File: src/rtl/sobel_kernel.sv
// Streaming 3x3 Sobel gradient-magnitude kernel: column-fed window, two arithmetic stages,
// saturated |Gx|+|Gy| output with per-pixel valid and an end-of-frame pulse.
module sobel_kernel #(
    parameter int unsigned IMG_WIDTH  = 640,
    parameter int unsigned IMG_HEIGHT = 480
) (
    input  logic       clk,
    input  logic       rst,
    input  logic       we_i,
    input  logic [7:0] row0_i,
    input  logic [7:0] row1_i,
    input  logic [7:0] row2_i,
    output logic [7:0] data_o,
    output logic       we_o,
    output logic       done_o
);

    localparam logic [11:0] COL_LAST = 12'(IMG_WIDTH - 1);
    localparam logic [11:0] ROW_LAST = 12'(IMG_HEIGHT - 1);

    logic [11:0] col, row;
    logic [7:0]  p00, p01, p02, p10, p11, p12, p20, p21, p22;
    logic        v1, last1, v2, last2;
    logic signed [10:0] gx, gy, gx_d, gy_d;
    logic [11:0] ax, ay, mag;
    logic        col_end, row_end, win_ok;

    assign col_end = (col == COL_LAST);
    assign row_end = (row == ROW_LAST);
    // Row gating also keeps windows from spanning a frame boundary.
    assign win_ok  = we_i && (col >= 12'd2) && (row >= 12'd2);

    always_ff @(posedge clk or posedge rst) begin
        if (rst) begin
            col <= '0;
            row <= '0;
        end else if (we_i) begin
            if (col_end) begin
                col <= '0;
                row <= row_end ? 12'd0 : row + 12'd1;
            end else begin
                col <= col + 12'd1;
            end
        end
    end

    always_ff @(posedge clk or posedge rst) begin
        if (rst) begin
            p00 <= '0; p01 <= '0; p02 <= '0;
            p10 <= '0; p11 <= '0; p12 <= '0;
            p20 <= '0; p21 <= '0; p22 <= '0;
        end else if (we_i) begin
            p00 <= p01; p01 <= p02; p02 <= row0_i;
            p10 <= p11; p11 <= p12; p12 <= row1_i;
            p20 <= p21; p21 <= p22; p22 <= row2_i;
        end
    end

    function automatic logic signed [10:0] ext(input logic [7:0] p);
        return $signed({3'b000, p});
    endfunction

    always_comb begin
        gx_d = (ext(p02) + (ext(p12) <<< 1) + ext(p22)) - (ext(p00) + (ext(p10) <<< 1) + ext(p20));
        gy_d = (ext(p20) + (ext(p21) <<< 1) + ext(p22)) - (ext(p00) + (ext(p01) <<< 1) + ext(p02));
    end

    always_comb begin
        ax  = {1'b0, (gx[10] ? -gx : gx)};
        ay  = {1'b0, (gy[10] ? -gy : gy)};
        mag = ax + ay;
    end

    always_ff @(posedge clk or posedge rst) begin
        if (rst) begin
            v1     <= 1'b0;
            last1  <= 1'b0;
            v2     <= 1'b0;
            last2  <= 1'b0;
            gx     <= '0;
            gy     <= '0;
            data_o <= '0;
            we_o   <= 1'b0;
            done_o <= 1'b0;
        end else begin
            v1     <= win_ok;
            last1  <= we_i && col_end && row_end;
            v2     <= v1;
            last2  <= v1 && last1;
            gx     <= gx_d;
            gy     <= gy_d;
            we_o   <= v2;
            done_o <= last2;
            if (v2) begin
                data_o <= (mag > 12'd255) ? 8'hFF : mag[7:0];
            end
        end
    end

endmodule

File: config.mk
export PLATFORM = sky130hd
export DESIGN_NAME = sobel_kernel
export DESIGN_NICKNAME = d
export VERILOG_FILES = /design/src/rtl/sobel_kernel.sv
export SDC_FILE = /design/constraint.sdc
export NUM_CORES = 1
export LEC_CHECK = 0
export CORE_MARGIN = 2
export CORE_UTILIZATION = 44
export DETAILED_ROUTE_END_ITERATION = 8
export HOLD_SLACK_MARGIN = 0.15
export SLEW_MARGIN = 15
export SYNTH_ARGS = -nofsm -noshare
export SYNTH_HDL_FRONTEND = slang
export SYNTH_SLANG_ARGS = --single-unit
File: constraint.sdc
create_clock -name clk -period 7.5 [get_ports clk]
set_input_delay 2.25 -clock clk [delete_from_list [all_inputs] [get_ports clk]]
set_output_delay 2.25 -clock clk [all_outputs]
set_load 0.02 [all_outputs]
==> results.json <==
{
  "outcome": "completed",
  "antenna_left": 0,
  "r2r_setup_slack_ns": 3.71,
  "firstDrtPassIters": 4,
  "syn_inst": 704,
  "layout-drive-gt1-share": 0.102,
  "synth_area_um2": 7810,
  "rsz0062_at_grt": "no",
  "slowest_stage": "fa_1",
  "vias": 4991,
  "path_max_fanout": 2,
  "antenna_found_initial": 0,
  "postCtsSetupRepairBufs": 0,
  "dp_slack_ns": 3.29,
  "grt_pass1_vias": 5038,
  "r2r-start": "p20[2]",
  "dieArea_um2": 18800,
  "cp_common_cell": "fa_1",
  "synth-edff-count": 0,
  "cts_tree": "built",
  "synth-async-reset-ratio": 1.00,
  "stdcell_area_um2": 8970,
  "tightestPinTransition_ns": 1.09,
  "holdPathEnd": "done_o",
  "ys_ff_latch": 132,
  "wl_per_cell_um": 14.0,
  "nNetsFinal": 875,
  "min_from": "last2",
  "setup-tns-final_ns": 0,
  "postCtsHoldBufs": 0,
  "layout_common_cells": "dfrtp_1, inv_1, o21ai_0",
  "drt_iter0_markers": 203,
  "finalCritPeriodShare": 0.505,
  "required_ns": 7.83,
  "start_kind": "flip-flop",
  "ys.warnings.count": 0,
  "utilization": 0.517,
  "fp.dieW_um": 137,
  "setup_viol": 0,
  "max_freq_mhz": 264,
  "place_congestion": 0.818,
  "drv_cap": 0,
  "slew_viol_final": 0,
  "diodes": 0,
  "arrival_ns": 4.12,
  "placementRows": 48,
  "p_leak_uw": 0.00396,
  "grt_max_degree": 117,
  "final_hold_viol_count": 0,
  "worstSkewPairLatency_ns": 0.41,
  "finClkSkew_ns": 0.0104,
  "syn_area_per_cell_um2": 11.1,
  "clock_sink_count": 132,
  "overflow": 0,
  "clockRootBuffer": "clkbuf_16",
  "ys_seq_area_frac": 0.423,
  "slew_headroom": 0.273,
  "ff2ff_path_depth": 12,
  "fp.dieH_um": 137,
  "start_util": 0.450,
  "path_cells": "inv_1, fa_1, fa_1, fa_1, inv_1, fa_1, nor2b_1, o21ai_0, a21boi_0, o21ai_0, a21oi_1, xor2_1",
  "fp.coreArea_um2": 17400,
  "yosysUniqueCellTypes": 48,
  "peakVddDrop_mv": 0.277,
  "areaGrowthSynthToFinish_pct": 14.8,
  "ys.flop_type": "dfrtp_1",
  "grt_pass1_wl_mm": 24.1,
  "htreeDepth": 4,
  "drt-vias-per-instance": 5.09,
  "final_common_cell": "dfrtp_1",
  "syn-num-nets": 835,
  "cts_max_path_buffers": 2,
  "dpl_cell_area_um2": 8410,
  "gr-usage-all-layers": 0.162,
  "hold_class": "flip-flop to flip-flop",
  "power_density_nw_per_um2": 487,
  "cts.clk_slew.worst_paths_ns": 0.05,
  "period_needed_ns": 3.79,
  "worstHoldPathCells": 0,
  "path_class": "flip-flop to flip-flop",
  "cts_buffers": 17,
  "end_kind": "flip-flop",
  "cp_slowest_stage_delay_ns": 0.59,
  "dp_hpwl_mm": 10.3,
  "pin_count": 37,
  "drcViolationCount": 0,
  "fin_ws_ns": 3.71,
  "wirelength_mm": 13.7,
  "rr_endpoint": "gx[9]",
  "port_buffers": 36,
  "power_uw": 4370,
  "cts_resized": 0
}
==> power breakdown <==
group / total, uW / internal [uW] / switching [uW]
logic: 2580 / 1220 / 1360
registers: 1000 / 878 / 126
clock network: 791 / 500 / 292
==> kinds of logic (layout without fill, tap and decap cells) <==
group                      count (synthesis)  count (layout)  share of synthesized area
AOI/OAI and AO/OA                        128             128                     0.0975
xor gates and xnor gates                  47              47                     0.0527
adders and majority gates                104             104                      0.227
buffers and inverters                     93             144                     0.0450
DFF                                      132             132                      0.423
muxes                                     38              38                     0.0546
and+or+nand+nor                          162             162                      0.100
==> layer usage <==
metal | GRT usage | share of wire
met5 | 0 | 0
met4 | 0.0470 | 0.011
met3 | 0.0397 | 0.032
met2 | 0.246 | 0.46
met1 | 0.232 | 0.50
==> worst max path at each step <==
stage	startpoint	end	slack, ns	cells after the start
5_1_grt	p20[2]	gx[9]	3.52	12
6_report	p20[2]	gx[9]	3.71	12
3_3_place_gp	we_i	col[9]	3.37	5
4_1_cts	p20[2]	gx[9]	3.70	12
3_5_place_dp	we_i	col[9]	3.29	5
2_1_floorplan	rst	col[0]	1.72	1
==> synthesized netlist by cell type (2+ instances only) <==
cell / count / share of area
o41ai_1: 2 / 0.0022
o21ai_0: 66 / 0.042
dfrtp_1: 132 / 0.42
or3_1: 9 / 0.0072
fa_1: 63 / 0.16
nand2_1: 65 / 0.031
mux2_2: 37 / 0.053
nand4_1: 7 / 0.0056
and3_1: 8 / 0.0064
buf_1: 4 / 0.0019
inv_1: 76 / 0.037
nor2b_1: 6 / 0.0048
xor2_1: 9 / 0.010
nand3_1: 10 / 0.0064
or2_2: 2 / 0.0016
o31ai_1: 4 / 0.0038
nand2b_1: 9 / 0.0072
nor3_1: 5 / 0.0032
a31oi_1: 5 / 0.0040
o21bai_1: 2 / 0.0019
nor4_1: 7 / 0.0056
ha_1: 41 / 0.066
a21oi_1: 23 / 0.015
a211oi_1: 2 / 0.0019
buf_2: 2 / 0.0013
a21o_1: 5 / 0.0048
a21boi_0: 4 / 0.0038
clkbuf_1: 11 / 0.0053
o211ai_1: 5 / 0.0048
and2_1: 4 / 0.0032
nor2_1: 25 / 0.012
xnor2_1: 38 / 0.043
==> registers in the layout, summed over array words and instances (netlist names), 8 cells and up <==
register and cells:
row 12, p22 8, gx 11, p02 8, p21 8, data_o 8
p11 8, p12 8, p00 8, gy 11, col 12, p20 8
p10 8, p01 8
==> area by class of cell <==
class                           count  area [um^2]
Fill cell                        1547         8380
Multi-Input combinational cell    479         4160
Sequential cell                   132         3300
Clock buffer                       20          457
Timing Repair Buffer               38          373
Inverter                           76          290
Tap cell                          225          282
Clock inverter                     10          109
==> worst max-delay path: cells and delay by family (launching register included) <==
kind                       cells  cell delay (ns)
adders and majority gates      4             2.02
AOI/OAI and AO/OA              4             0.82
DFF                            1             0.39
buffers and inverters          2             0.18
xor gates and xnor gates       1             0.16
and+or+nand+nor                1             0.14
==> stage by stage <==
stage                     hold WS (ns)  cells
after global routing             0.376    980
after CTS                        0.356    980
after detailed placement         0.343    950
after floorplan                  0.331    704
final                            0.357    980
after global placement           0.339    950
Note: power is estimated with default switching activity, not from simulation.
